--- config.mk ---
export PLATFORM = sky130hd
export DESIGN_NAME = add_seq_arbiter
export DESIGN_NICKNAME = d
export VERILOG_FILES = /design/src/rtl/add_seq_arbiter.sv
export SDC_FILE = /design/constraint.sdc
export NUM_CORES = 1
export LEC_CHECK = 0
export ABC_CLOCK_PERIOD_IN_PS = 5200
export CORE_MARGIN = 3
export CORE_UTILIZATION = 43
export DETAILED_ROUTE_END_ITERATION = 12
export PLACE_DENSITY = 0.83
export SYNTH_ARGS = -nofsm -noshare
export SYNTH_HDL_FRONTEND = slang
export SYNTH_SLANG_ARGS = --single-unit
export TNS_END_PERCENT = 1
--- constraint.sdc ---
create_clock -name clk -period 5.2 [get_ports clk]
set_input_delay 1.56 -clock clk [delete_from_list [all_inputs] [get_ports clk]]
set_output_delay 1.56 -clock clk [all_outputs]
set_load 0.005 [all_outputs]
--- src/rtl/add_seq_arbiter.sv ---
// Two-requester round-robin sequencer that serialises a multi-byte add through
// one external 8-bit adder slice, LSB first, and returns a tagged full sum.
module add_seq_arbiter #(
  parameter int NBYTES = 4,
  localparam int W = 8 * NBYTES
) (
  input  logic         clk,
  input  logic         rst,
  input  logic         req0,
  input  logic         req1,
  input  logic [W-1:0] op_a0,
  input  logic [W-1:0] op_b0,
  input  logic         cin0,
  input  logic [W-1:0] op_a1,
  input  logic [W-1:0] op_b1,
  input  logic         cin1,
  output logic         ack0,
  output logic         ack1,
  output logic         res_valid,
  output logic         res_id,
  output logic [W-1:0] res_sum,
  output logic         res_cout,
  output logic         busy,
  output logic [7:0]   add_a,
  output logic [7:0]   add_b,
  output logic         add_cin,
  input  logic [7:0]   add_sum,
  input  logic         add_cout
);

  localparam int CW = (NBYTES > 1) ? $clog2(NBYTES) : 1;

  typedef enum logic [1:0] {IDLE, RUN, DONE} state_t;

  state_t         state_q;
  logic           ptr_q;
  logic           id_q;
  logic [CW-1:0]  cnt_q;
  logic [W-1:0]   opa_q, opb_q, acc_q;
  logic           carry_q;
  logic [W-1:0]   res_sum_q;
  logic           res_cout_q, res_id_q, res_valid_q;
  logic           ack0_q, ack1_q, busy_q;

  logic           grant1_d;
  logic [W-1:0]   acc_d, opa_d, opb_d;
  logic           last_byte_d;

  always_comb begin
    add_a   = '0;
    add_b   = '0;
    add_cin = 1'b0;
    if (state_q == RUN) begin
      add_a   = opa_q[7:0];
      add_b   = opb_q[7:0];
      add_cin = carry_q;
    end
  end

  // On a tie the requester that was not served last wins.
  always_comb begin
    grant1_d    = req1 & (~req0 | ~ptr_q);
    acc_d       = (acc_q >> 8) | (W'(add_sum) << (W - 8));
    opa_d       = opa_q >> 8;
    opb_d       = opb_q >> 8;
    last_byte_d = (cnt_q == CW'(NBYTES - 1));
  end

  always_ff @(posedge clk or posedge rst) begin
    if (rst) begin
      state_q     <= IDLE;
      ptr_q       <= 1'b1;
      id_q        <= 1'b0;
      cnt_q       <= '0;
      opa_q       <= '0;
      opb_q       <= '0;
      acc_q       <= '0;
      carry_q     <= 1'b0;
      res_sum_q   <= '0;
      res_cout_q  <= 1'b0;
      res_id_q    <= 1'b0;
      res_valid_q <= 1'b0;
      ack0_q      <= 1'b0;
      ack1_q      <= 1'b0;
      busy_q      <= 1'b0;
    end else begin
      case (state_q)
        IDLE: begin
          if (req0 || req1) begin
            id_q    <= grant1_d;
            opa_q   <= grant1_d ? op_a1 : op_a0;
            opb_q   <= grant1_d ? op_b1 : op_b0;
            carry_q <= grant1_d ? cin1 : cin0;
            cnt_q   <= '0;
            acc_q   <= '0;
            busy_q  <= 1'b1;
            state_q <= RUN;
          end
        end
        RUN: begin
          acc_q   <= acc_d;
          carry_q <= add_cout;
          opa_q   <= opa_d;
          opb_q   <= opb_d;
          cnt_q   <= cnt_q + CW'(1);
          if (last_byte_d) begin
            res_sum_q   <= acc_d;
            res_cout_q  <= add_cout;
            res_id_q    <= id_q;
            res_valid_q <= 1'b1;
            ack0_q      <= ~id_q;
            ack1_q      <= id_q;
            state_q     <= DONE;
          end
        end
        DONE: begin
          res_valid_q <= 1'b0;
          ack0_q      <= 1'b0;
          ack1_q      <= 1'b0;
          busy_q      <= 1'b0;
          ptr_q       <= id_q;
          state_q     <= IDLE;
        end
        default: state_q <= IDLE;
      endcase
    end
  end

  assign ack0      = ack0_q;
  assign ack1      = ack1_q;
  assign res_valid = res_valid_q;
  assign res_id    = res_id_q;
  assign res_sum   = res_sum_q;
  assign res_cout  = res_cout_q;
  assign busy      = busy_q;

endmodule

==> results of run 1 <==
registers in the layout, indices dropped and copies added, names as in the netlist:
name,flops
res_id,1
ack1,1
opa_q,32
res_sum,32
state_q,2
ptr_q,1
opb_q,32
carry_q,1
cnt_q,2
acc_q,24
res_cout,1
ack0,1
id_q,1
busy,1
res_valid,1
path summary, 6_finish.rpt:
check | slack [ps] | endpoint | depth (start not counted) | start
max | 1170 | add_cin | 3 | state_q[1]$_DFFE_PP0P_
min | 480 | opb_q[6]$_DFFE_PP0P_ | 2 | opb_q[14]$_DFFE_PP0P_
max reg2reg | 1920 | res_sum[21]$_DFFE_PP0P_ | 4 | state_q[1]$_DFFE_PP0P_
min reg2reg | 480 | opb_q[6]$_DFFE_PP0P_ | 2 | opb_q[14]$_DFFE_PP0P_
max in group asynchronous | 2690 | res_cout$_DFFE_PP0P_ | 3 | rst
min in group asynchronous | 1660 | res_sum[28]$_DFFE_PP0P_ | 2 | rst
layout make-up:
type	count	area, sq um
Clock buffer	19	443
Clock inverter	13	253
Fill cell	1090	5430
Inverter	13	53.8
Multi-Input combinational cell	389	2890
Sequential cell	133	3330
Tap cell	184	230
Timing Repair Buffer	206	2060
per-stage QoR:
stage	setup WS, ps	instances
floorplan	87.3	581
global placement	1370	925
detailed placement	1260	925
CTS	1150	957
global route	1010	957
finish	1170	957
cells by family (layout without fill, tap and decap cells):
kind of cell / after synthesis / after routing / synth area share
AOI/OAI and AO/OA: 127 / 127 / 0.161
adders and majority gates: 1 / 1 / 0.00191
buffers and inverters: 59 / 251 / 0.0507
DFF: 133 / 133 / 0.509
muxes: 116 / 116 / 0.184
and+or+nand+nor: 145 / 145 / 0.0928
power groups by stage:
stage | Clock [mW] | Combinational (mW) | Sequential (mW)
floorplan | 0 | 1.33 | 1.72
global placement | 0 | 1.96 | 1.81
detailed placement | 0 | 2.03 | 1.83
CTS | 1.42 | 2.05 | 1.82
global route | 1.48 | 2.23 | 1.89
finish | 1.40 | 2.02 | 1.82
per-layer routing:
layer / wire length (microns) / share of wire / global-route usage / vias to the layer above
li1: - / - / - / 2395
met1: 6600 / 0.39 / 0.246 / 2492
met2: 8430 / 0.50 / 0.339 / 195
met3: 1590 / 0.094 / 0.0894 / 24
met4: 303 / 0.018 / 0.0679 / 0
met5: 0 / 0 / 0 / -
synthesized netlist by cell type, types with 2 or more instances:
master | number | share of area
buf_4 | 4 | 0.0046
and2_1 | 9 | 0.0086
o21ai_1 | 32 | 0.025
o211ai_2 | 39 | 0.075
o221ai_2 | 10 | 0.023
a2bb2oi_1 | 2 | 0.0027
dfrtp_1 | 132 | 0.51
o21ai_0 | 38 | 0.029
mux2i_1 | 81 | 0.12
buf_2 | 10 | 0.0077
nand2b_1 | 2 | 0.0019
nor2_1 | 10 | 0.0057
a21oi_1 | 2 | 0.0015
mux2_1 | 29 | 0.050
nand3_1 | 2 | 0.0015
buf_6 | 11 | 0.019
inv_1 | 13 | 0.0075
clkbuf_1 | 19 | 0.011
mux2_2 | 6 | 0.010
nand2_1 | 115 | 0.066
buf_1 | 2 | 0.0011
critical path, cell delays in order, from the launching register on:
cell and delay, ps:
dfrtp_2 910, and2b_2 450, and2_1 210, clkdlybuf4s50_1 450
==> results.json, run 1 <==
{
  "grt_pass1_wl_mm": 26.9,
  "drt_wl_total_mm": 16.9,
  "final_nets": 904,
  "dieArea_sq_um": 16700,
  "ys_seq_area_frac": 0.509,
  "critPathKind": "flip-flop to output pin",
  "drc": 0,
  "portBuffers": 197,
  "gp_congestion": 0.810,
  "antenna_found_initial": 0,
  "setup_tns_ps": 0,
  "syn_inst": 581,
  "fin_worst_skew_ps": 8.65,
  "async_reset_ff_frac": 1.00,
  "final_util": 0.631,
  "ys_ff_latch": 133,
  "setup_viol": 0,
  "period_needed_ps": 4030,
  "fin_crit_sh": 0.776,
  "cp-start-kind": "flip-flop",
  "dieWidth_microns": 129,
  "grt_overflow": 0,
  "max_cap_violations": 0,
  "place_area_sq_um": 8570,
  "path_clk_slew_ps": 60,
  "slew_violations": 0,
  "yosys_warnings": 0,
  "hold_class": "flip-flop to flip-flop",
  "cts_hold_buf": 0,
  "antennaDiodeCount": 0,
  "critPathRequiredTime_ps": 3640,
  "start_util": 0.445,
  "power_leakage_nw": 4.07,
  "synth.distinct_cells": 34,
  "cts_sinks": 133,
  "grt.total_usage": 0.207,
  "cts_buffer_depth": 2,
  "syn2layout_area_growth_pct": 41.8,
  "dp_hpwl_mm": 11.9,
  "avgRoutedWirePerCell_microns": 17.7,
  "final_common_cell": "clkdlybuf4s50_1",
  "grt_max_degree": 85,
  "worst_ir_drop_vdd_uv": 335,
  "cts_buffers": 17,
  "hold_ws_ps": 483,
  "critPathMaxFanout": 53,
  "endpoint_kind": "output pin",
  "power.internal_mw": 3.49,
  "drt_iter0_drc": 395,
  "critPathArrivalTime_ps": 2470,
  "p_seq_frac": 0.347,
  "vias": 5106,
  "rsz0062_at_grt": "false",
  "hold_viol": 0,
  "post_cts_resized": 0,
  "cts_tree": "built",
  "grt_pass1_vias": 5414,
  "ant_nets": 0,
  "syn-cell-area_sq_um": 6540,
  "die_y_microns": 129,
  "post_cts_buffers": 0,
  "first_pass_iters": 7,
  "clkPwrFrac": 0.267,
  "run_status": "finished, final reports clean",
  "rows": 44,
  "core_area_sq_um": 14700,
  "power_density_nw_per_um2": 566,
  "viasPerCell": 5.34,
  "power_switching_mw": 1.75,
  "ioPinCount": 198,
  "synth_area_per_cell_sq_um": 11.3,
  "synth_nets": 725,
  "switching_share": 0.334,
  "stdcell_area_sq_um": 9270,
  "clk_latency_ps": 420,
  "tightest_slew_ps": 958,
  "synth_edf_count": 0,
  "final_cell_mix": "clkdlybuf4s50_1, dfrtp_1, nand2_1, mux2i_1, o211ai_2",
  "drive_above_1_share": 0.138,
  "root_buffer": "clkbuf_16",
  "htreeDepth": 4,
  "max_freq_mhz": 248,
  "synth_ff_type": "dfrtp_1",
  "power.total_mw": 5.24,
  "maxSlewHeadroom": 0.359,
  "pwr-share-comb": 0.385
}
(Power assumes the default switching activity.)
==> inputs of run 2 (changes only) <==
--- a/config.mk
+++ b/config.mk
@@ -5,7 +5,7 @@
 export SDC_FILE = /design/constraint.sdc
 export NUM_CORES = 1
 export LEC_CHECK = 0
-export ABC_CLOCK_PERIOD_IN_PS = 5200
+export ABC_CLOCK_PERIOD_IN_PS = 3600
 export CORE_MARGIN = 3
 export CORE_UTILIZATION = 43
 export DETAILED_ROUTE_END_ITERATION = 12
==> constraint.sdc (replaced) <==
create_clock -name clk -period 3.6 [get_ports clk]
set_input_delay 1.08 -clock clk [delete_from_list [all_inputs] [get_ports clk]]
set_output_delay 1.08 -clock clk [all_outputs]
set_load 0.005 [all_outputs]
==> results.json, run 2 (synthesized netlist as in run 1, its figures left out) <==
{
  "power_density_nw_per_um2": 795,
  "critical_path.cell_chain": "buf_4 > and2b_2 > and2_1 > clkdlybuf4s50_1",
  "setup_viol": 0,
  "hold_viol": 0,
  "post-place-ws_ps": 601,
  "final_common_cell": "clkdlybuf4s50_1",
  "power.internal_mw": 4.77,
  "rrSetupSlack_ps": 590,
  "worst_path_largest_cell_delay_ps": 530,
  "rows": 44,
  "path_clk_slew_ps": 60,
  "max_cap_violations": 0,
  "hold_class": "flip-flop to flip-flop",
  "worst_ir_drop_vdd_uv": 475,
  "final_util": 0.628,
  "core_area_sq_um": 14700,
  "grt.total_usage": 0.207,
  "slowest_stage": "and2b_2",
  "switching_share": 0.350,
  "layout.cells.non_filler": 964,
  "cts_buffer_depth": 2,
  "endpoint_kind": "output pin",
  "maxSlewHeadroom": 0.441,
  "drc": 0,
  "antennaDiodeCount": 0,
  "critPathKind": "flip-flop to output pin",
  "dieArea_sq_um": 16700,
  "grt_pass1_vias": 5308,
  "start_util": 0.445,
  "htreeDepth": 4,
  "worst_slack_ps": 234,
  "power_switching_mw": 2.57,
  "cts_sinks": 133,
  "r2r_cells": 5,
  "max_freq_mhz": 297,
  "vias": 5105,
  "pwr-share-comb": 0.405,
  "post_cts_buffers": 0,
  "gp_congestion": 0.807,
  "setup_tns_ps": 0,
  "grt_max_degree": 52,
  "power_leakage_nw": 4.05,
  "clk_latency_ps": 420,
  "cts_tree": "built",
  "viasPerCell": 5.30,
  "critPathArrivalTime_ps": 2290,
  "worst_hold_startpoint": "opb_q[10]$_DFFE_PP0P_",
  "fin_crit_sh": 0.935,
  "final_cell_mix": "clkdlybuf4s50_1, dfrtp_1, nand2_1, mux2i_1, o211ai_2",
  "min_to": "opb_q[2]$_DFFE_PP0P_",
  "antenna_found_initial": 0,
  "period_needed_ps": 3370,
  "post_cts_resized": 0,
  "drt_iter0_drc": 355,
  "portBuffers": 197,
  "drt_wl_total_mm": 17.1,
  "run_status": "finished, final reports clean",
  "cp-start-kind": "flip-flop",
  "rr_startpoint": "state_q[1]$_DFFE_PP0P_",
  "rr_endpoint": "res_sum[14]$_DFFE_PP0P_",
  "slew_violations": 0,
  "avgRoutedWirePerCell_microns": 17.7,
  "p_seq_frac": 0.355,
  "first_pass_iters": 5,
  "grt_overflow": 0,
  "dp_hpwl_mm": 12.3,
  "power.total_mw": 7.34,
  "dieWidth_microns": 129,
  "grt_pass1_wl_mm": 26.9,
  "ant_nets": 0,
  "final_nets": 911,
  "whs_path_depth": 2,
  "rsz0062_at_grt": "false",
  "critPathMaxFanout": 28,
  "cts_hold_buf": 0,
  "cts_buffers": 17,
  "root_buffer": "clkbuf_16",
  "syn2layout_area_growth_pct": 41.3,
  "clkPwrFrac": 0.240,
  "ioPinCount": 198,
  "tightest_slew_ps": 836,
  "drive_above_1_share": 0.147,
  "die_y_microns": 129,
  "critPathRequiredTime_ps": 2520,
  "fin_worst_skew_ps": 5.34,
  "placed_cells": 932
}
-- run 2: final cells by class --
class | instances | area (sq um)
fillers | 1140 | 5470
flip-flops and latches | 133 | 3330
multi-input cells | 389 | 2890
repair buffers | 213 | 2120
clock buffers | 17 | 425
well taps | 184 | 230
clock inverters | 15 | 183
inverters | 13 | 52.6
-- run 2: worst max-delay path by stage --
| stage | from | endpoint | slack, ps | cells after the start |
|---|---|---|---|---|
| final | state_q[1]$_DFFE_PP0P_ | add_a[6] | 230 | 4 |
| after CTS | state_q[1]$_DFFE_PP0P_ | add_a[6] | 200 | 4 |
| after detailed placement | state_q[1]$_DFFE_PP0P_ | res_sum[8]$_DFFE_PP0P_ | 600 | 5 |
| after global routing | state_q[0]$_DFFE_PP0P_ | add_a[3] | 100 | 3 |
| after global placement | state_q[1]$_DFFE_PP0P_ | res_sum[7]$_DFFE_PP0P_ | 700 | 5 |
| after floorplan | rst | acc_q[10]$_DFFE_PP0P_ | 870 | 1 |
-- run 2: through the flow --
stage | hold slack [ps] | cell area (sq um)
floorplan | 449 | 6540
global placement | 464 | 8620
detailed placement | 479 | 8620
CTS | 493 | 9230
global route | 512 | 9230
finish | 488 | 9230
-- run 2: power groups by stage --
stage	registers [mW]	clock network, mW	logic, mW
6_report	2.61	1.76	2.97
3_5_place_dp	2.61	0	2.99
2_1_floorplan	2.48	0	1.93
3_3_place_gp	2.58	0	2.86
4_1_cts	2.60	1.79	3.02
5_1_grt	2.69	1.85	3.29
-- run 2: worst max-delay path: cells and delay by family (launching register included) --
family | cells | cell delay (ps)
buffers and inverters | 2 | 730
flip-flops | 1 | 400
AND/OR/NAND/NOR | 2 | 730
-- run 2: per-layer routing --
layer  routed length (microns)  vias to the layer above  global-route usage
li1                          -                     2415                   -
met1                      6750                     2471               0.248
met2                      8680                      194               0.359
met3                      1440                       25              0.0709
met4                       226                        0              0.0544
met5                         0                        -                   0
